### src/rtl/seg7_pkg.sv
// +----------------------------------------------------------------------+
// | seg7_pkg : segment table, scan FSM state type, segment bit indices    |
// | Rev 1.0                                                              |
// +----------------------------------------------------------------------+
`default_nettype none

package seg7_pkg;

  localparam int SEG_W = 7;

  // Bit positions on the {g,f,e,d,c,b,a} segment bus
  typedef enum int {
    SEG_A = 0,
    SEG_B = 1,
    SEG_C = 2,
    SEG_D = 3,
    SEG_E = 4,
    SEG_F = 5,
    SEG_G = 6
  } seg_bit_e;

  typedef enum logic [0:0] {
    ST_BLANK = 1'b0,
    ST_DRIVE = 1'b1
  } scan_state_e;

  localparam logic [SEG_W-1:0] SEG_TABLE [16] = '{
    7'h3F, 7'h06, 7'h5B, 7'h4F, 7'h66, 7'h6D, 7'h7D, 7'h07,
    7'h7F, 7'h6F, 7'h77, 7'h7C, 7'h39, 7'h5E, 7'h79, 7'h71
  };

endpackage

`default_nettype wire

### src/rtl/seg7_digit_decode.sv
// +----------------------------------------------------------------------+
// | seg7_digit_decode : 4-bit hex value to active-high 7-segment pattern  |
// | Rev 1.0                                                              |
// +----------------------------------------------------------------------+
`default_nettype none

module seg7_digit_decode
  import seg7_pkg::*;
(
  input  logic [3:0]       i_nibble,
  output logic [SEG_W-1:0] o_seg
);

  assign o_seg = SEG_TABLE[i_nibble];

endmodule

`default_nettype wire

### src/rtl/seg7_scan_ctrl.sv
// +----------------------------------------------------------------------+
// | seg7_scan_ctrl : multiplexed 7-seg scanner, double-buffered digits   |
// | Optional leading-zero blanking: define SEG7_SCAN_LZB_EN. Rev 1.0     |
// +----------------------------------------------------------------------+
`default_nettype none

module seg7_scan_ctrl
  import seg7_pkg::*;
#(
  parameter int NDIG      = 4,
  parameter int DIV       = 1000,
  parameter int BLANK_CYC = 16,
  localparam int AW       = (NDIG > 1) ? $clog2(NDIG) : 1
) (
  input  logic            clk,
  input  logic            rst,
  input  logic            wr_en,
  input  logic [AW-1:0]   wr_addr,
  input  logic [3:0]      wr_data,
  input  logic            commit,
  output logic            commit_pend,
  output logic            frame_start,
  output logic [NDIG-1:0] dig_en,
  output logic [6:0]      led7s
);

  localparam int CMAX = (DIV > BLANK_CYC) ? DIV : BLANK_CYC;
  localparam int CW   = $clog2(CMAX + 1);
  localparam logic [CW-1:0] DIV_LAST   = CW'(DIV - 1);
  localparam logic [CW-1:0] BLANK_LAST = CW'(BLANK_CYC - 1);
  localparam logic [AW-1:0] IDX_LAST   = AW'(NDIG - 1);

  scan_state_e            state_q, state_d;
  logic [AW-1:0]          idx_q, idx_d;
  logic [CW-1:0]          cnt_q, cnt_d;
  logic [NDIG-1:0][3:0]   shadow_q, shadow_d;
  logic [NDIG-1:0][3:0]   active_q, active_d;
  logic                   commit_pend_q, commit_pend_d;
  logic                   frame_start_q, frame_start_d;
  logic [NDIG-1:0]        dig_en_q, dig_en_d;
  logic [SEG_W-1:0]       led7s_q, led7s_d;
  logic                   w_boundary;
  logic                   w_lzb;
  logic [3:0]             w_digit;
  logic [SEG_W-1:0]       w_seg;

  always_comb begin
    state_d    = state_q;
    idx_d      = idx_q;
    cnt_d      = cnt_q + 1'b1;
    w_boundary = 1'b0;
    case (state_q)
      ST_BLANK: begin
        if (cnt_q == BLANK_LAST) begin
          state_d = ST_DRIVE;
          cnt_d   = '0;
        end
      end
      ST_DRIVE: begin
        if (cnt_q == DIV_LAST) begin
          state_d    = ST_BLANK;
          cnt_d      = '0;
          idx_d      = (idx_q == IDX_LAST) ? '0 : idx_q + 1'b1;
          w_boundary = (idx_d == '0);
        end
      end
      default: begin
        state_d = ST_BLANK;
        cnt_d   = '0;
        idx_d   = '0;
      end
    endcase

    shadow_d = shadow_q;
    if (wr_en && (32'(wr_addr) < NDIG)) begin
      shadow_d[wr_addr] = wr_data;
    end

    // Active copy takes the post-write shadow so a write in the boundary cycle is included
    active_d      = active_q;
    commit_pend_d = commit_pend_q;
    if (w_boundary && (commit_pend_q || commit)) begin
      active_d      = shadow_d;
      commit_pend_d = 1'b0;
    end else if (commit) begin
      commit_pend_d = 1'b1;
    end
  end

  assign w_digit = active_q[idx_d];

  seg7_digit_decode u_decode (
    .i_nibble (w_digit),
    .o_seg    (w_seg)
  );

`ifdef SEG7_SCAN_LZB_EN
  always_comb begin
    w_lzb = (idx_d != '0);
    for (int j = 0; j < NDIG; j++) begin
      if ((j >= int'(idx_d)) && (active_q[j] != 4'd0)) begin
        w_lzb = 1'b0;
      end
    end
  end
`else
  assign w_lzb = 1'b0;
`endif

  // Outputs are computed from the next state so they register on the same edge
  always_comb begin
    frame_start_d = w_boundary;
    dig_en_d      = '0;
    led7s_d       = '0;
    if (state_d == ST_DRIVE) begin
      dig_en_d = NDIG'(1) << idx_d;
      led7s_d  = w_lzb ? '0 : w_seg;
    end
  end

  always_ff @(posedge clk) begin
    if (rst) begin
      state_q       <= ST_BLANK;
      idx_q         <= '0;
      cnt_q         <= '0;
      shadow_q      <= '0;
      active_q      <= '0;
      commit_pend_q <= 1'b0;
      frame_start_q <= 1'b1;
      dig_en_q      <= '0;
      led7s_q       <= '0;
    end else begin
      state_q       <= state_d;
      idx_q         <= idx_d;
      cnt_q         <= cnt_d;
      shadow_q      <= shadow_d;
      active_q      <= active_d;
      commit_pend_q <= commit_pend_d;
      frame_start_q <= frame_start_d;
      dig_en_q      <= dig_en_d;
      led7s_q       <= led7s_d;
    end
  end

  assign commit_pend = commit_pend_q;
  assign frame_start = frame_start_q;
  assign dig_en      = dig_en_q;
  assign led7s       = led7s_q;

endmodule

`default_nettype wire

### config.mk
export PLATFORM = sky130hd
export DESIGN_NAME = seg7_scan_ctrl
export DESIGN_NICKNAME = d
export VERILOG_FILES = /design/src/rtl/seg7_pkg.sv /design/src/rtl/seg7_digit_decode.sv /design/src/rtl/seg7_scan_ctrl.sv
export SDC_FILE = /design/constraint.sdc
export NUM_CORES = 1
export LEC_CHECK = 0
export BUFFER_PORTS_ARGS = -buffer_cell sky130_fd_sc_hd__buf_2
export CAP_MARGIN = 20
export CORE_MARGIN = 4
export CORE_UTILIZATION = 55
export DETAILED_ROUTE_END_ITERATION = 8
export HOLD_SLACK_MARGIN = 0.05
export PLACE_DENSITY = 0.75
export REMOVE_ABC_BUFFERS = 1
export SETUP_SLACK_MARGIN = 0.2
export SYNTH_ARGS = -nofsm -noshare
export SYNTH_HDL_FRONTEND = slang
export SYNTH_SLANG_ARGS = --single-unit
### constraint.sdc
create_clock -name clk -period 3.3 [get_ports clk]
set_clock_uncertainty 0.05 [all_clocks]
set_input_delay 0.165 -clock clk [delete_from_list [all_inputs] [get_ports clk]]
set_output_delay 0.165 -clock clk [all_outputs]
set_load 0.1 [all_outputs]
Word-level counts from Yosys, hierarchy flattened
Memory sizes are Yosys's and may differ from the RTL's. A register that Yosys moved wholly into a read port is not among the register bits.
Index checks and enable logic that the tools add are counted.

word-level totals
  flip-flop bits (word level) = 51
  latch bits = 0
  bits in writable memories = 0
  bits in read-only memories = 112
  input port bits = 10
  output and inout port bits = 13
  memories = 1

operators by class
  add/subtract/negate cells = 2
  multipliers = 0
  div/mod/pow operators = 0
  $lt $le $gt $ge = 3
  eq/ne operators = 3
  shift operators = 1
  muxes and demuxes = 17
  bitwise logic cells = 3
  reduce and logical (&&, ||, !) cells = 6

memories
  memory            words  width  read ports  clocked after Yosys merged registers in  write ports  RTL line                 RTL
  (name not given)  16     7      1           1                                        0            seg7_digit_decode.sv:14  assign o_seg = SEG_TABLE[i_nibble];

operator list
  kind                                                                number
  two-way mux 10 bit                                                  2
  case mux 10 bit (2 select lines)                                    1
  bitwise mux 16 bit                                                  1
  two-way mux 16 bit                                                  1
  adder 10 x 1 -> 10 bit (second input constant)                      1
  equality test 10 bit (second input constant)                        1
  equality test 10 x 4 -> 1 bit (second input constant)               1
  binary-select mux 4 bit (select 2 bit)                              1
  demux 4 bit (select 2 bit)                                          1
  two-way mux 4 bit                                                   2
  < comparator 2 x 3 -> 1 bit (second input constant)                 2
  two-way mux 2 bit                                                   3
  inverter 4 -> 5 bit                                                 1
  two-way mux 1 bit                                                   4
  OR reduction 2 bit                                                  2
  << shifter 1 x 2 -> 4 bit (first input constant)                    1
  adder 2 x 1 -> 2 bit (second input constant)                        1
  equality test 2 bit (second input constant)                         1
  greater-or-equal comparator 2 x 1 -> 1 bit (second input constant)  1
  logical AND 1 bit                                                   2
  zero test 2 bit                                                     1
  inverter 1 bit                                                      2
  case mux 1 bit (2 select lines)                                     1
  logical OR 1 bit                                                    1

Depth between registers and ports, before layout
Gate-level depths: netlist (run 1).

  depth in word-level cells = 7
  depth in mapped cells = 12
  gate-level depth less buffers = 11

Hierarchy
A second synthesis (run 1) with hierarchy kept.

second synthesis, totals
  cell total of the unflattened synthesis = 248
  area, all modules = 2,600.0 µm²

modules (own cells, without submodules)
  module             times used  cells each  area an instance (µm²)  seq. area each (µm²)
  seg7_scan_ctrl     1           215         2,306.0                 1,161.1
  seg7_digit_decode  1           33          294.0                   0.0

Worst setup path before layout (run 1)
OpenSTA, ideal clock, no wires.

  path kind = flip-flop to flip-flop
  start = register cnt_q[0]
  end = register led7s_q[3] (netlist: led7s[3])
  library setup time = 0.071 ns
  arrival time = 2.783 ns
  data required time = 3.179 ns
  slack = 0.396 ns
  cell stages (with the launch flop) = 13
  period minus slack after synthesis = 2.904 ns
  path through = dfxtp_1 > ha_1 > nand4b_4 > nor3_4 > mux2i_1 > buf_6 > mux2i_1 > mux2_4 > inv_1 > ha_1 > nor2b_1 > a211o_1 > a21oi_1

between the ends
  cells in the longest elaborated chain, start to end = 6

RTL lines
  what                                       RTL line                 RTL
  start, declared                            seg7_scan_ctrl.sv:35     logic [CW-1:0] cnt_q, cnt_d;
  start signal, assigned                     seg7_scan_ctrl.sv:135    cnt_q <= cnt_d;
  equality test 10 bit                       seg7_scan_ctrl.sv:60     if (cnt_q == DIV_LAST) begin
  two-way mux 2 bit                          seg7_scan_ctrl.sv:60
  two-way mux 2 bit                          seg7_scan_ctrl.sv:52     case (state_q)
  binary-select mux 4 bit (select 2 bit)     seg7_scan_ctrl.sv:90     assign w_digit = active_q[idx_d];
  two-way mux 4 bit (not written as such)    seg7_scan_ctrl.sv:90
  inverter 4 -> 5 bit (not written as such)  seg7_digit_decode.sv:14
  end, declared                              seg7_scan_ctrl.sv:41     logic [SEG_W-1:0] led7s_q, led7s_d;

Several ways; a longest one is shown, not always the timed one. The select of a mux whose other input is x is not followed.
A chain may end at the register's enable or synchronous reset.

Worst setup path in the final report (run 1)
Same ends and word-level chain as after synthesis.

==> flow_summary.html, run 1 <==
<table>
<tr><th>Metric</th><th>Value</th></tr>
<tr><th colspan="2">Finish</th></tr>
<tr><td>Finished Core Util</td><td>66.0%</td></tr>
<tr><td>Area Growth Syn to Fin</td><td>16.8%</td></tr>
<tr><td>Number of antenna repair diodes</td><td>0</td></tr>
<tr><td>Commonest non-fill, non-tap cell in the layout</td><td>sky130_fd_sc_hd__dfxtp_1</td></tr>
<tr><td>Top library cells by usage in the layout, fill and taps aside</td><td>sky130_fd_sc_hd__dfxtp_1 (58), sky130_fd_sc_hd__nor2_1 (56), sky130_fd_sc_hd__mux2i_1 (25)</td></tr>
<tr><td>Fill cell total of the finished layout</td><td>390</td></tr>
<tr><td>Post-layout instance count excluding filler cells</td><td>380</td></tr>
<tr><td>Layout Nets</td><td>324</td></tr>
<tr><td>Proportion of layout cells with a drive suffix above 1</td><td>19.2%</td></tr>
<tr><td>Summed area of non-filler cells in the final layout</td><td>3120 um^2</td></tr>
<tr><th colspan="2">STA</th></tr>
<tr><td>Max Fclk</td><td>351 MHz</td></tr>
<tr><td>Worst relative slew slack</td><td>43.2%</td></tr>
<tr><td>Worst setup margin</td><td>0.450 ns</td></tr>
<tr><td>Final clock period utilization by the worst path</td><td>86.4%</td></tr>
<tr><td>Crit path time final</td><td>2.85 ns</td></tr>
<tr><td>Setup repair after global routing missed its margin</td><td>false</td></tr>
<tr><td>Total negative slack</td><td>0 ns</td></tr>
<tr><td>Final number of setup-violating endpoints</td><td>0</td></tr>
<tr><td>Number of pins exceeding their max-slew limit in the final report</td><td>0</td></tr>
<tr><td>Count of endpoints failing hold in the final timing report</td><td>0</td></tr>
<tr><td>Slew at the pin with the worst max-slew slack</td><td>0.850 ns</td></tr>
<tr><th colspan="2">Yosys</th></tr>
<tr><td>Post-Synthesis Cells</td><td>278</td></tr>
<tr><td>Synth Flop Type</td><td>sky130_fd_sc_hd__dfxtp_1</td></tr>
<tr><td>Fraction of registers with async set or reset after synthesis</td><td>0%</td></tr>
<tr><td>Post-synth top area share</td><td>43.5%</td></tr>
<tr><td>Cell taking the most area after synthesis</td><td>sky130_fd_sc_hd__dfxtp_1</td></tr>
<tr><td>Distinct cells, synth</td><td>49</td></tr>
<tr><td>Yosys reg bits</td><td>58</td></tr>
<tr><td>Number of flops mapped to enable cells by yosys</td><td>0</td></tr>
<tr><td>Cells taking the most area after synthesis</td><td>sky130_fd_sc_hd__dfxtp_1 (44%), sky130_fd_sc_hd__mux2i_1 (9.4%), sky130_fd_sc_hd__nor2_1 (8.0%)</td></tr>
<tr><td>Synthesized area per cell</td><td>9.60 um^2</td></tr>
<tr><td>Sequential share of the synthesized area</td><td>43.5%</td></tr>
<tr><td>Area of the mapped netlist</td><td>2670 um^2</td></tr>
<tr><td>Number of synthesis warnings</td><td>0</td></tr>
<tr><th colspan="2">Critical path</th></tr>
<tr><td>Data arrival time of the critical path</td><td>3.06 ns</td></tr>
<tr><td>Worst setup SP type</td><td>flop</td></tr>
<tr><td>Startpoint of the lowest-slack register-to-register path</td><td>cnt_q[0]</td></tr>
<tr><td>Element type at the critical path end</td><td>flop</td></tr>
<tr><td>Biggest fanout along the worst timing path</td><td>13</td></tr>
<tr><td>Endpoint of the lowest-slack register-to-register path</td><td>led7s[3]</td></tr>
<tr><td>Worst EP required</td><td>3.51 ns</td></tr>
<tr><td>Critical path class</td><td>flop to flop</td></tr>
<tr><td>Reg-to-reg setup timing slack</td><td>0.45 ns</td></tr>
<tr><td>Worst Reg-to-Reg Cells</td><td>13</td></tr>
<tr><th colspan="2">Power</th></tr>
<tr><td>Share of total power in the clock network</td><td>49.5%</td></tr>
<tr><td>Proportion of power drawn by combinational gates</td><td>3.9%</td></tr>
<tr><td>Switching power as a share of total power</td><td>20.9%</td></tr>
<tr><td>Cell internal power dissipation</td><td>1220 uW</td></tr>
<tr><td>Net switching component of the power</td><td>322 uW</td></tr>
<tr><td>Sequential share of power</td><td>46.6%</td></tr>
<tr><td>Total leakage power</td><td>0.00136 uW</td></tr>
<tr><td>Maximum vdd drop</td><td>0.379 mV</td></tr>
<tr><td>PD cells</td><td>494 nW/um^2</td></tr>
<tr><th colspan="2">Floorplanning</th></tr>
<tr><td>Full die area</td><td>6030 um^2</td></tr>
<tr><td>Starting density of the core</td><td>56.5%</td></tr>
<tr><td>Num ports</td><td>23</td></tr>
<tr><td>Height of the die</td><td>77.6 um</td></tr>
<tr><td>Die boundary width</td><td>77.6 um</td></tr>
<tr><td>Core region area</td><td>4720 um^2</td></tr>
<tr><td>Total number of placement rows</td><td>25</td></tr>
<tr><th colspan="2">Global routing</th></tr>
<tr><td>Total overflow reported by the global router</td><td>0</td></tr>
<tr><td>Global-route wire length before repair</td><td>9.32 mm</td></tr>
<tr><td>Largest net degree at the start of global routing</td><td>36</td></tr>
<tr><td>Via count of the first global-routing pass</td><td>2027</td></tr>
<tr><td>Initial antenna violation count</td><td>0</td></tr>
<tr><td>Total GRT Usage</td><td>19.7%</td></tr>
<tr><th colspan="2">Clocking</th></tr>
<tr><td>Max clock buf depth</td><td>2</td></tr>
<tr><td>Number of buffers added by the clock tree synthesis step</td><td>9</td></tr>
<tr><td>CTS root buf</td><td>sky130_fd_sc_hd__clkbuf_8</td></tr>
<tr><td>Source-to-sink clock delay at the later pin of the worst-skew pair</td><td>0.34 ns</td></tr>
<tr><td>Number of gates resized after cts</td><td>0</td></tr>
<tr><td>Number of H-tree branching levels</td><td>3</td></tr>
<tr><td>Clock-pin transition on the worst setup and hold timing paths</td><td>0.06 ns</td></tr>
<tr><td>Clock tree from TritonCTS</td><td>yes</td></tr>
<tr><td>Number of clock sinks</td><td>58</td></tr>
<tr><th colspan="2">Hold path</th></tr>
<tr><td>End of the worst hold path</td><td>shadow_q[15]</td></tr>
<tr><td>Hold wc startpoint</td><td>wr_data[3]</td></tr>
<tr><td>Classification of the worst-slack hold path</td><td>input pin to flop</td></tr>
<tr><td>Instance count along the most critical hold path</td><td>3</td></tr>
<tr><th colspan="2">Routing</th></tr>
<tr><td>Via count</td><td>2051</td></tr>
<tr><td>Detailed-routing iteration count for the pre-antenna-repair pass</td><td>4</td></tr>
<tr><td>Initial DRC Count</td><td>88</td></tr>
<tr><td>Post-detailed-routing wire length</td><td>5.38 mm</td></tr>
<tr><td>Detail-routed via count per cell</td><td>5.40</td></tr>
<tr><td>Remaining number of nets flagged by the antenna check after routing</td><td>0</td></tr>
<tr><td>Post-route DRC</td><td>0</td></tr>
<tr><td>Detail-routed net length per standard cell</td><td>14.2 um</td></tr>
<tr><th colspan="2">Placement</th></tr>
<tr><td>Routability congestion estimate from global placement</td><td>0.816</td></tr>
<tr><td>Detailed placer's ending HPWL</td><td>3.82 mm</td></tr>
<tr><td>Post-detailed-placement cell area</td><td>2850 um^2</td></tr>
<tr><td>Post-Place Cells</td><td>361</td></tr>
<tr><td>Worst-case setup slack after placement</td><td>0.367 ns</td></tr>
<tr><td>I/O Buffers</td><td>22</td></tr>
<tr><th colspan="2">Run</th></tr>
<tr><td>Max-cap check violation count</td><td>0</td></tr>
<tr><th colspan="2">Run status</th></tr>
<tr><td>Status</td><td>finished clean</td></tr>
</table>
per-stage QoR:
step / total power [uW] / hold WS [ns]
final: 1540 / 0.0968
after global routing: 1590 / 0.106
after global placement: 791 / 0.362
after detailed placement: 792 / 0.370
after CTS: 1550 / 0.0870
after floorplan: 768 / 0.187
metal layers:
metal  vias to the layer above  share of wire (%)  global-route usage, %  wire [um]
li1                       1060                  -                      -          -
met1                       930                 48                   24.0       2560
met2                        48                 45                   31.4       2420
met3                        13                4.9                   5.22        264
met4                         0                2.5                   11.2        133
met5                         -                  0                      0          0
critical path: stages, from the launching register on:
cell and delay, ns:
sky130_fd_sc_hd__dfxtp_1 0.38, sky130_fd_sc_hd__ha_1 0.29, sky130_fd_sc_hd__nand4b_4 0.17, sky130_fd_sc_hd__nor3_4 0.15, sky130_fd_sc_hd__buf_4 0.14, sky130_fd_sc_hd__mux2i_1 0.19, sky130_fd_sc_hd__buf_4 0.23, sky130_fd_sc_hd__mux2i_1 0.24
sky130_fd_sc_hd__mux2_4 0.23, sky130_fd_sc_hd__inv_1 0.05, sky130_fd_sc_hd__ha_1 0.26, sky130_fd_sc_hd__nor2b_1 0.04, sky130_fd_sc_hd__a211o_1 0.22, sky130_fd_sc_hd__a21oi_1 0.14
cell usage after synthesis (all sizes together) (2+ instances only):
cell / instances
dfxtp: 58
clkbuf: 9
a211o: 2
ha: 6
inv: 6
a221oi: 2
and3: 3
o21ai: 3
nor4b: 4
nand2: 16
a32oi: 4
nor3: 4
nand2b: 9
a211oi: 16
nor3b: 2
xor2: 5
buf: 2
nand3: 7
nand3b: 2
a2111oi: 4
mux2i: 29
a21oi: 2
xnor2: 3
nand4b: 2
o21bai: 4
and4b: 2
mux2: 4
nor2: 57
flip-flops by register name, summed over array words and instances, names as in the netlist:
signal,cells
active_q,16
cnt_q,10
commit_pend,1
dig_en,4
frame_start,1
idx_q,2
led7s,7
shadow_q,16
state_q,1
layout make-up:
type / count / area [um^2] / share of cell area (%)
inverter: 6 / 25.0 / 0.803
timing repair buffer: 30 / 173 / 5.54
clock buffer: 12 / 165 / 5.30
clock inverter: 4 / 72.6 / 2.33
tap: 67 / 83.8 / 2.69
multi-input combinational: 203 / 1440 / 46.1
sequential: 58 / 1160 / 37.3
worst max-delay path by stage:
| stage | startpoint | endpoint | slack [ns] | cells after the start |
|---|---|---|---|---|
| finish | cnt_q[0] | led7s[3] | 0.45 | 13 |
| detailed placement | cnt_q[0] | led7s[3] | 0.37 | 12 |
| CTS | cnt_q[0] | led7s[3] | 0.32 | 12 |
| global route | cnt_q[0] | led7s[3] | 0.27 | 13 |
| floorplan | cnt_q[0] | led7s[3] | 0.13 | 11 |
| global placement | cnt_q[0] | led7s[3] | 0.51 | 8 |
repair_timing:
| item | 4_1_cts | 5_1_grt |
|---|---|---|
| hold buffers | 1 | 0 |
| setup buffers | 0 | 2 |
| endpoints found under the hold margin | 1 | 0 |
| setup endpoints to repair | 0 | 3 |
power by group through the flow:
stage / clock network [uW] / logic, uW / registers, uW
finish: 761 / 60.6 / 717
global route: 809 / 66.9 / 717
CTS: 775 / 61.2 / 717
detailed placement: 0 / 59.9 / 732
global placement: 0 / 58.9 / 732
floorplan: 0 / 25.7 / 742
kinds of logic (layout without fill, tap and decap cells):
group | count (synthesis) | after routing | share of synthesized area, %
AO/OA/AOI/OAI | 43 | 43 | 12.5
XOR/XNOR | 8 | 8 | 2.63
adder cells (fa/ha/maj) | 6 | 6 | 2.81
buffers and inverters | 17 | 52 | 2.77
flip-flops | 58 | 58 | 43.5
multiplexers | 33 | 33 | 14.3
AND/OR/NAND/NOR | 113 | 113 | 21.5
Note: power is estimated with default switching activity, not from simulation.
==> run 2, diff against run 1 <==
--- a/config.mk
+++ b/config.mk
@@ -7,13 +7,14 @@
 export LEC_CHECK = 0
 export BUFFER_PORTS_ARGS = -buffer_cell sky130_fd_sc_hd__buf_2
 export CAP_MARGIN = 20
-export CORE_MARGIN = 4
+export CORE_MARGIN = 8
 export CORE_UTILIZATION = 55
 export DETAILED_ROUTE_END_ITERATION = 8
 export HOLD_SLACK_MARGIN = 0.05
-export PLACE_DENSITY = 0.75
+export PLACE_DENSITY = 0.76
 export REMOVE_ABC_BUFFERS = 1
 export SETUP_SLACK_MARGIN = 0.2
 export SYNTH_ARGS = -nofsm -noshare
 export SYNTH_HDL_FRONTEND = slang
+export SYNTH_HIERARCHICAL = 1
 export SYNTH_SLANG_ARGS = --single-unit
==> flow_summary.html, run 2 <==
<table>
<tr><th>Metric</th><th>Value</th></tr>
<tr><th colspan="2">Run status</th></tr>
<tr><td>Status</td><td>finished clean (unchanged)</td></tr>
<tr><th colspan="2">Clocking</th></tr>
<tr><td>Number of gates resized after cts</td><td>0 (unchanged)</td></tr>
<tr><td>Source-to-sink clock delay at the later pin of the worst-skew pair</td><td>0.34 ns (about the same)</td></tr>
<tr><td>Clock-pin transition on the worst setup and hold timing paths</td><td>0.07 ns (was 0.06 ns)</td></tr>
<tr><td>Clock tree from TritonCTS</td><td>yes (unchanged)</td></tr>
<tr><td>CTS root buf</td><td>sky130_fd_sc_hd__clkbuf_8 (unchanged)</td></tr>
<tr><td>Number of buffers added by the clock tree synthesis step</td><td>9 (unchanged)</td></tr>
<tr><td>Number of clock sinks</td><td>58 (unchanged)</td></tr>
<tr><td>Max clock buf depth</td><td>2 (unchanged)</td></tr>
<tr><td>Number of H-tree branching levels</td><td>3 (unchanged)</td></tr>
<tr><th colspan="2">STA</th></tr>
<tr><td>Count of endpoints failing hold in the final timing report</td><td>0 (unchanged)</td></tr>
<tr><td>Final number of setup-violating endpoints</td><td>0 (unchanged)</td></tr>
<tr><td>Total negative slack</td><td>0 ns (unchanged)</td></tr>
<tr><td>Worst relative slew slack</td><td>36.7% (was 43.2%)</td></tr>
<tr><td>Slew at the pin with the worst max-slew slack</td><td>0.948 ns (was 0.850 ns)</td></tr>
<tr><td>Final clock period utilization by the worst path</td><td>87.7% (was 86.4%)</td></tr>
<tr><td>Max Fclk</td><td>346 MHz (was 351 MHz)</td></tr>
<tr><td>Setup repair after global routing missed its margin</td><td>false (unchanged)</td></tr>
<tr><td>Crit path time final</td><td>2.89 ns (was 2.85 ns)</td></tr>
<tr><td>Number of pins exceeding their max-slew limit in the final report</td><td>0 (unchanged)</td></tr>
<tr><td>Fin Hold WS</td><td>0.0875 ns (was 0.0968 ns)</td></tr>
<tr><th colspan="2">Global routing</th></tr>
<tr><td>Total GRT Usage</td><td>14.3% (was 19.7%)</td></tr>
<tr><td>Initial antenna violation count</td><td>0 (unchanged)</td></tr>
<tr><td>Global-route wire length before repair</td><td>8.04 mm (was 9.32 mm)</td></tr>
<tr><td>Largest net degree at the start of global routing</td><td>39 (was 36)</td></tr>
<tr><td>Via count of the first global-routing pass</td><td>1723 (was 2027)</td></tr>
<tr><td>Total overflow reported by the global router</td><td>0 (unchanged)</td></tr>
<tr><th colspan="2">Critical path</th></tr>
<tr><td>Worst EP required</td><td>3.46 ns (was 3.51 ns)</td></tr>
<tr><td>Data arrival time of the critical path</td><td>3.05 ns (was 3.06 ns)</td></tr>
<tr><td>Reg-to-reg setup timing slack</td><td>0.41 ns (was 0.45 ns)</td></tr>
<tr><td>Element type at the critical path end</td><td>flop (unchanged)</td></tr>
<tr><td>Worst setup SP type</td><td>flop (unchanged)</td></tr>
<tr><td>Startpoint of the lowest-slack register-to-register path</td><td>idx_q[0] (was cnt_q[0])</td></tr>
<tr><td>Critical path class</td><td>flop to flop (unchanged)</td></tr>
<tr><td>Endpoint of the lowest-slack register-to-register path</td><td>led7s[3] (unchanged)</td></tr>
<tr><td>Biggest fanout along the worst timing path</td><td>5 (was 13)</td></tr>
<tr><td>Worst Reg-to-Reg Cells</td><td>9 (was 13)</td></tr>
<tr><th colspan="2">Floorplanning</th></tr>
<tr><td>Total number of placement rows</td><td>25 (unchanged)</td></tr>
<tr><td>Full die area</td><td>7180 um^2 (was 6030 um^2)</td></tr>
<tr><td>Die boundary width</td><td>84.8 um (was 77.6 um)</td></tr>
<tr><td>Core region area</td><td>4630 um^2 (was 4720 um^2)</td></tr>
<tr><td>Num ports</td><td>23 (unchanged)</td></tr>
<tr><td>Height of the die</td><td>84.8 um (was 77.6 um)</td></tr>
<tr><td>Starting density of the core</td><td>56.2% (was 56.5%)</td></tr>
<tr><th colspan="2">Yosys</th></tr>
<tr><td>Synth Flop Type</td><td>sky130_fd_sc_hd__dfxtp_1 (unchanged)</td></tr>
<tr><td>Leading cell type by number of instances after synthesis</td><td>sky130_fd_sc_hd__dfxtp_1 (unchanged)</td></tr>
<tr><td>Post-Synthesis Cells</td><td>248 (was 278)</td></tr>
<tr><td>Fraction of registers with async set or reset after synthesis</td><td>0% (unchanged)</td></tr>
<tr><td>List of most frequent post-synthesis cells</td><td>sky130_fd_sc_hd__dfxtp_1 (58), sky130_fd_sc_hd__nor2_1 (49), sky130_fd_sc_hd__mux2i_1 (20), sky130_fd_sc_hd__a211oi_1 (16), sky130_fd_sc_hd__ha_1 (10) (was sky130_fd_sc_hd__dfxtp_1 (58), sky130_fd_sc_hd__nor2_1 (57), sky130_fd_sc_hd__mux2i_1 (25), sky130_fd_sc_hd__a211oi_1 (16), sky130_fd_sc_hd__nand2_1 (15))</td></tr>
<tr><td>Cells taking the most area after synthesis</td><td>sky130_fd_sc_hd__dfxtp_1 (45%), sky130_fd_sc_hd__mux2i_1 (7.7%), sky130_fd_sc_hd__nor2_1 (7.1%) (was sky130_fd_sc_hd__dfxtp_1 (44%), sky130_fd_sc_hd__mux2i_1 (9.4%), sky130_fd_sc_hd__nor2_1 (8.0%))</td></tr>
<tr><td>Number of synthesis warnings</td><td>6 (was 0)</td></tr>
<tr><td>Post-synth top area share</td><td>44.7% (was 43.5%)</td></tr>
<tr><td>Number of flops mapped to enable cells by yosys</td><td>0 (unchanged)</td></tr>
<tr><td>Yosys reg bits</td><td>58 (unchanged)</td></tr>
<tr><td>Synthesized area per cell</td><td>10.5 um^2 (was 9.60 um^2)</td></tr>
<tr><td>Cell taking the most area after synthesis</td><td>sky130_fd_sc_hd__dfxtp_1 (unchanged)</td></tr>
<tr><td>Distinct cells, synth</td><td>41 (was 49)</td></tr>
<tr><td>Area of the mapped netlist</td><td>2600 um^2 (was 2670 um^2)</td></tr>
<tr><td>Sequential share of the synthesized area</td><td>44.7% (was 43.5%)</td></tr>
<tr><th colspan="2">Routing</th></tr>
<tr><td>Post-detailed-routing wire length</td><td>4.62 mm (was 5.38 mm)</td></tr>
<tr><td>Post-route DRC</td><td>0 (unchanged)</td></tr>
<tr><td>Remaining number of nets flagged by the antenna check after routing</td><td>0 (unchanged)</td></tr>
<tr><td>Detailed-routing iteration count for the pre-antenna-repair pass</td><td>4 (unchanged)</td></tr>
<tr><td>Initial DRC Count</td><td>61 (was 88)</td></tr>
<tr><td>Detail-routed via count per cell</td><td>5.53 (was 5.40)</td></tr>
<tr><td>Detail-routed net length per standard cell</td><td>13.9 um (was 14.2 um)</td></tr>
<tr><td>Via count</td><td>1842 (was 2051)</td></tr>
<tr><th colspan="2">Finish</th></tr>
<tr><td>Summed area of non-filler cells in the final layout</td><td>2980 um^2 (was 3120 um^2)</td></tr>
<tr><td>Top library cells by usage in the layout, fill and taps aside</td><td>sky130_fd_sc_hd__dfxtp_1 (58), sky130_fd_sc_hd__nor2_1 (49), sky130_fd_sc_hd__buf_2 (22) (was sky130_fd_sc_hd__dfxtp_1 (58), sky130_fd_sc_hd__nor2_1 (56), sky130_fd_sc_hd__mux2i_1 (25))</td></tr>
<tr><td>Proportion of layout cells with a drive suffix above 1</td><td>23.7% (was 19.2%)</td></tr>
<tr><td>Finished Core Util</td><td>64.4% (was 66.0%)</td></tr>
<tr><td>Number of antenna repair diodes</td><td>0 (unchanged)</td></tr>
<tr><td>Top Registers</td><td>active_q: 16 flops, shadow_q: 16 flops, cnt_q: 10 flops (unchanged)</td></tr>
<tr><td>Layout Nets</td><td>295 (was 324)</td></tr>
<tr><td>Commonest non-fill, non-tap cell in the layout</td><td>sky130_fd_sc_hd__dfxtp_1 (unchanged)</td></tr>
<tr><td>Area Growth Syn to Fin</td><td>14.6% (was 16.8%)</td></tr>
<tr><th colspan="2">Hold path</th></tr>
<tr><td>Hold wc startpoint</td><td>wr_data[1] (was wr_data[3])</td></tr>
<tr><td>Classification of the worst-slack hold path</td><td>input pin to flop (unchanged)</td></tr>
<tr><td>Instance count along the most critical hold path</td><td>3 (unchanged)</td></tr>
<tr><td>End of the worst hold path</td><td>shadow_q[13] (was shadow_q[15])</td></tr>
<tr><th colspan="2">Power</th></tr>
<tr><td>Maximum vdd drop</td><td>0.367 mV (was 0.379 mV)</td></tr>
<tr><td>PD cells</td><td>491 nW/um^2 (was 494 nW/um^2)</td></tr>
<tr><td>Total leakage power</td><td>0.00121 uW (was 0.00136 uW)</td></tr>
<tr><th colspan="2">Placement</th></tr>
<tr><td>Routability congestion estimate from global placement</td><td>0.755 (was 0.816)</td></tr>
<tr><td>I/O Buffers</td><td>22 (unchanged)</td></tr>
<tr><td>Post-detailed-placement cell area</td><td>2760 um^2 (was 2850 um^2)</td></tr>
<tr><td>Detailed placer's ending HPWL</td><td>3.20 mm (was 3.82 mm)</td></tr>
<tr><th colspan="2">Run</th></tr>
<tr><td>Max-cap check violation count</td><td>0 (unchanged)</td></tr>
</table>
## run 2: changes by cell type after synthesis, sizes merged, moves of 8 or more
cell	change
nand2	-12
mux2i	-9
mux4	+9
nand2b	-9
nor2	-8
nor2b	+8
## run 2: how the worst max path moves through the flow
| stage | from | to | slack, ns | depth (start not counted) |
|---|---|---|---|---|
| floorplan | idx_q[0] | led7s[3] | 0.32 | 9 |
| global placement | idx_q[0] | led7s[3] | 0.54 | 9 |
| detailed placement | idx_q[0] | led7s[3] | 0.43 | 9 |
| CTS | idx_q[0] | led7s[3] | 0.41 | 9 |
| global route | idx_q[0] | led7s[3] | 0.26 | 9 |
| finish | idx_q[0] | led7s[3] | 0.41 | 9 |
## run 2: final cells by class
class                           count  area, um^2
Sequential cell                    58        1160
Clock inverter                      6        82.6
Fill cell                         382        1650
Inverter                            8        30.0
Clock buffer                        9         124
Timing Repair Buffer               28         158
Multi-Input combinational cell    170        1360
Tap cell                           54        67.6
## run 2: logic make-up after synthesis
kind of cell | share of synthesized area [%]
flops | 44.7
simple gates | 17.6
buf+inv | 3.46
compound gates | 7.51
xor+xnor | 2.70
fa+ha+maj | 4.81
mux | 19.2
## run 2: what timing repair did
| item | 4_1_cts | 5_1_grt |
|---|---|---|
| hold buffers | 1 | 0 |
| setup buffers | 0 | 0 |
| endpoints found under the setup margin | 0 | 0 |
| hold endpoints to repair | 1 | 0 |
## run 2: report_power, final
| group | internal, uW | total (uW) | switching (uW) |
|---|---|---|---|
| Sequential | 711 | 716 | 5.11 |
| Combinational | 19.3 | 59.7 | 40.3 |
| Clock | 416 | 687 | 271 |
## run 2: routing by layer
layer | track usage [%] | up-vias | part of all wire, % | routed length, um
met5 | 0 | - | 0 | 0
li1 | - | 928 | - | -
met2 | 20.8 | 34 | 44 | 2020
met3 | 8.00 | 6 | 5.2 | 238
met4 | 6.31 | 0 | 1.4 | 65
met1 | 16.8 | 874 | 50 | 2300
## run 2: worst max-delay path, stage by stage, from the launching register on
cell,delay (ns)
sky130_fd_sc_hd__dfxtp_1,0.31
sky130_fd_sc_hd__ha_1,0.20
sky130_fd_sc_hd__nor2_1,0.25
sky130_fd_sc_hd__mux4_2,0.54
sky130_fd_sc_hd__mux2_2,0.31
sky130_fd_sc_hd__inv_1,0.16
sky130_fd_sc_hd__ha_1,0.26
sky130_fd_sc_hd__inv_1,0.05
sky130_fd_sc_hd__mux4_1,0.49
sky130_fd_sc_hd__nor2b_1,0.14
## run 2: per-stage QoR
stage / setup WS, ns / total power, uW / instances
floorplan: 0.324 / 767 / 236
global placement: 0.544 / 789 / 317
detailed placement: 0.431 / 790 / 317
CTS: 0.412 / 1480 / 333
global route: 0.259 / 1520 / 333
finish: 0.407 / 1460 / 333
==> run 3, diff against run 2 <==
--- a/config.mk
+++ b/config.mk
@@ -5,13 +5,13 @@
 export SDC_FILE = /design/constraint.sdc
 export NUM_CORES = 1
 export LEC_CHECK = 0
-export BUFFER_PORTS_ARGS = -buffer_cell sky130_fd_sc_hd__buf_2
 export CAP_MARGIN = 20
 export CORE_MARGIN = 8
 export CORE_UTILIZATION = 55
 export DETAILED_ROUTE_END_ITERATION = 8
+export DONT_BUFFER_PORTS = 1
 export HOLD_SLACK_MARGIN = 0.05
-export PLACE_DENSITY = 0.76
+export PLACE_DENSITY = 0.71
 export REMOVE_ABC_BUFFERS = 1
 export SETUP_SLACK_MARGIN = 0.2
 export SYNTH_ARGS = -nofsm -noshare
==> flow_summary.html, run 3 (synthesis results as in run 2) <==
<table>
<tr><th>Metric</th><th>Value</th></tr>
<tr><th colspan="2">Routing</th></tr>
<tr><td>Post-detailed-routing wire length</td><td>4.73 mm (was 4.62 mm)</td></tr>
<tr><td>Detailed-routing iteration count for the pre-antenna-repair pass</td><td>4 (unchanged)</td></tr>
<tr><td>Via count</td><td>1746 (was 1842)</td></tr>
<tr><td>Initial DRC Count</td><td>39 (was 61)</td></tr>
<tr><td>Remaining number of nets flagged by the antenna check after routing</td><td>0 (unchanged)</td></tr>
<tr><td>Detail-routed via count per cell</td><td>5.46 (was 5.53)</td></tr>
<tr><td>Post-route DRC</td><td>0 (unchanged)</td></tr>
<tr><td>Detail-routed net length per standard cell</td><td>14.8 um (was 13.9 um)</td></tr>
<tr><th colspan="2">Placement</th></tr>
<tr><td>I/O Buffers</td><td>0 (was 22)</td></tr>
<tr><td>Detailed placer's ending HPWL</td><td>3.18 mm (was 3.20 mm)</td></tr>
<tr><td>Routability congestion estimate from global placement</td><td>0.743 (was 0.755)</td></tr>
<tr><th colspan="2">Clocking</th></tr>
<tr><td>Clock tree from TritonCTS</td><td>yes (unchanged)</td></tr>
<tr><td>Source-to-sink clock delay at the later pin of the worst-skew pair</td><td>0.33 ns (was 0.34 ns)</td></tr>
<tr><td>Max clock buf depth</td><td>2 (unchanged)</td></tr>
<tr><td>Number of gates resized after cts</td><td>0 (unchanged)</td></tr>
<tr><td>Number of H-tree branching levels</td><td>3 (unchanged)</td></tr>
<tr><td>Number of clock sinks</td><td>58 (unchanged)</td></tr>
<tr><td>Number of buffers added by the clock tree synthesis step</td><td>9 (unchanged)</td></tr>
<tr><td>Clock-pin transition on the worst setup and hold timing paths</td><td>0.07 ns (about the same)</td></tr>
<tr><td>CTS root buf</td><td>sky130_fd_sc_hd__clkbuf_8 (unchanged)</td></tr>
<tr><th colspan="2">STA</th></tr>
<tr><td>Count of endpoints failing hold in the final timing report</td><td>0 (unchanged)</td></tr>
<tr><td>Slew at the pin with the worst max-slew slack</td><td>0.949 ns (was 0.948 ns)</td></tr>
<tr><td>Final clock period utilization by the worst path</td><td>86.0% (was 87.7%)</td></tr>
<tr><td>Max Fclk</td><td>352 MHz (was 346 MHz)</td></tr>
<tr><td>Crit path time final</td><td>2.84 ns (was 2.89 ns)</td></tr>
<tr><td>Total negative slack</td><td>0 ns (unchanged)</td></tr>
<tr><td>Fin Hold WS</td><td>0.0945 ns (was 0.0875 ns)</td></tr>
<tr><td>Setup repair after global routing missed its margin</td><td>false (unchanged)</td></tr>
<tr><td>Final number of setup-violating endpoints</td><td>0 (unchanged)</td></tr>
<tr><td>Number of pins exceeding their max-slew limit in the final report</td><td>0 (unchanged)</td></tr>
<tr><td>Worst relative slew slack</td><td>36.7% (about the same)</td></tr>
<tr><th colspan="2">Finish</th></tr>
<tr><td>Sequential cell area in the final layout</td><td>1160 um^2 (unchanged)</td></tr>
<tr><td>Top Registers</td><td>active_q: 16 flops, shadow_q: 16 flops, cnt_q: 10 flops (unchanged)</td></tr>
<tr><td>Commonest non-fill, non-tap cell in the layout</td><td>sky130_fd_sc_hd__dfxtp_1 (unchanged)</td></tr>
<tr><td>Proportion of layout cells with a drive suffix above 1</td><td>17.7% (was 23.7%)</td></tr>
<tr><td>Area of the multi-input gates</td><td>1360 um^2 (unchanged)</td></tr>
<tr><td>Layout Nets</td><td>281 (was 295)</td></tr>
<tr><td>Top library cells by usage in the layout, fill and taps aside</td><td>sky130_fd_sc_hd__dfxtp_1 (58), sky130_fd_sc_hd__nor2_1 (49), sky130_fd_sc_hd__mux2i_1 (20) (was sky130_fd_sc_hd__dfxtp_1 (58), sky130_fd_sc_hd__nor2_1 (49), sky130_fd_sc_hd__buf_2 (22))</td></tr>
<tr><td>Number of antenna repair diodes</td><td>0 (unchanged)</td></tr>
<tr><td>Fill cell total of the finished layout</td><td>373 (was 382)</td></tr>
<tr><td>Area Growth Syn to Fin</td><td>15.0% (was 14.6%)</td></tr>
<tr><th colspan="2">Critical path</th></tr>
<tr><td>Worst Reg-to-Reg Cells</td><td>9 (unchanged)</td></tr>
<tr><td>Worst EP required</td><td>3.46 ns (about the same)</td></tr>
<tr><td>Biggest fanout along the worst timing path</td><td>7 (was 5)</td></tr>
<tr><td>Data arrival time of the critical path</td><td>2.99 ns (was 3.05 ns)</td></tr>
<tr><td>Critical path class</td><td>flop to flop (unchanged)</td></tr>
<tr><td>Element type at the critical path end</td><td>flop (unchanged)</td></tr>
<tr><td>Worst setup SP type</td><td>flop (unchanged)</td></tr>
<tr><th colspan="2">Power</th></tr>
<tr><td>Maximum vdd drop</td><td>0.405 mV (was 0.367 mV)</td></tr>
<tr><td>PD cells</td><td>515 nW/um^2 (was 491 nW/um^2)</td></tr>
<tr><td>Total leakage power</td><td>0.00116 uW (was 0.00121 uW)</td></tr>
<tr><th colspan="2">Hold path</th></tr>
<tr><td>Instance count along the most critical hold path</td><td>2 (was 3)</td></tr>
<tr><td>Classification of the worst-slack hold path</td><td>input pin to flop (unchanged)</td></tr>
<tr><th colspan="2">Global routing</th></tr>
<tr><td>Largest net degree at the start of global routing</td><td>36 (was 39)</td></tr>
<tr><td>Initial antenna violation count</td><td>0 (unchanged)</td></tr>
<tr><td>Global-route wire length before repair</td><td>8.00 mm (was 8.04 mm)</td></tr>
<tr><td>Via count of the first global-routing pass</td><td>1700 (was 1723)</td></tr>
<tr><td>Total GRT Usage</td><td>14.2% (was 14.3%)</td></tr>
<tr><td>Total overflow reported by the global router</td><td>0 (unchanged)</td></tr>
<tr><th colspan="2">Floorplanning</th></tr>
<tr><td>Total number of placement rows</td><td>25 (unchanged)</td></tr>
<tr><td>Die boundary width</td><td>84.8 um (unchanged)</td></tr>
<tr><td>Starting density of the core</td><td>56.2% (unchanged)</td></tr>
<tr><td>Full die area</td><td>7180 um^2 (unchanged)</td></tr>
<tr><td>Num ports</td><td>23 (unchanged)</td></tr>
<tr><td>Core region area</td><td>4630 um^2 (unchanged)</td></tr>
<tr><td>Height of the die</td><td>84.8 um (unchanged)</td></tr>
<tr><th colspan="2">Run</th></tr>
<tr><td>Max-cap check violation count</td><td>0 (unchanged)</td></tr>
<tr><th colspan="2">Run status</th></tr>
<tr><td>Status</td><td>finished clean (unchanged)</td></tr>
</table>
run 3: cell types whose count changed in the layout (fill, tap and decap cells not counted), sizes merged:
cell,change
clkbuf,+3
buf,-20
clkinv,-2
dlygate4sd3,+6
run 3: worst max-delay path: stages (launching register included):
cell and delay (ns):
sky130_fd_sc_hd__dfxtp_1 0.31, sky130_fd_sc_hd__buf_4 0.17, sky130_fd_sc_hd__nor2_1 0.26, sky130_fd_sc_hd__mux4_2 0.53, sky130_fd_sc_hd__mux2_2 0.31, sky130_fd_sc_hd__inv_1 0.16
sky130_fd_sc_hd__ha_1 0.27, sky130_fd_sc_hd__inv_1 0.06, sky130_fd_sc_hd__mux4_1 0.47, sky130_fd_sc_hd__nor2b_1 0.14
run 3: worst paths after layout:
path | from | to | slack [ns]
hold / removal | rst | cnt_q[1] | 0.09
setup reg to reg | idx_q[0] | led7s[3] | 0.46
setup / recovery | idx_q[0] | led7s[3] | 0.46
hold reg to reg | cnt_q[0] | cnt_q[0] | 0.40
run 3: final cells by class:
cell class                      count  area share [%]
Multi-Input combinational cell    170            45.4
Sequential cell                    58            38.8
Clock buffer                       12            5.53
Timing Repair Buffer               14            4.52
Clock inverter                      4            2.43
Tap cell                           54            2.26
Inverter                            8            1.00
run 3: through the flow:
step / instance area [um^2] / std cells / setup WS (ns) / utilization, % / power (uW)
final: 2990 / 320 / 0.462 / 64.6 / 1540
after detailed placement: 2660 / 296 / 0.469 / 57.5 / 775
after floorplan: 2540 / 236 / 0.324 / - / 767
after CTS: 2990 / 320 / 0.437 / 64.6 / 1550
after global placement: 2660 / 296 / 0.522 / 57.5 / 775
after global routing: 2990 / 320 / 0.256 / 64.6 / 1600
run 3: where the power goes:
part,internal (uW),switching [uW],leakage [uW]
Sequential,711,9.31,0.000470
Clock,486,276,0.000119
Combinational,22.1,33.9,0.000577
Total,1220,320,0.00116
run 3: timing repair:
item | CTS | global route
setup buffers | 0 | 0
endpoints found under the setup margin | 0 | 0
endpoints found under the hold margin | 36 | 0
hold buffers | 8 | 0
run 3: routing by layer:
layer  wire length [um]  track usage (%)
met5                  0                0
met4                108             9.71
met3                226             4.39
met2               2020             20.8
met1               2380             17.3
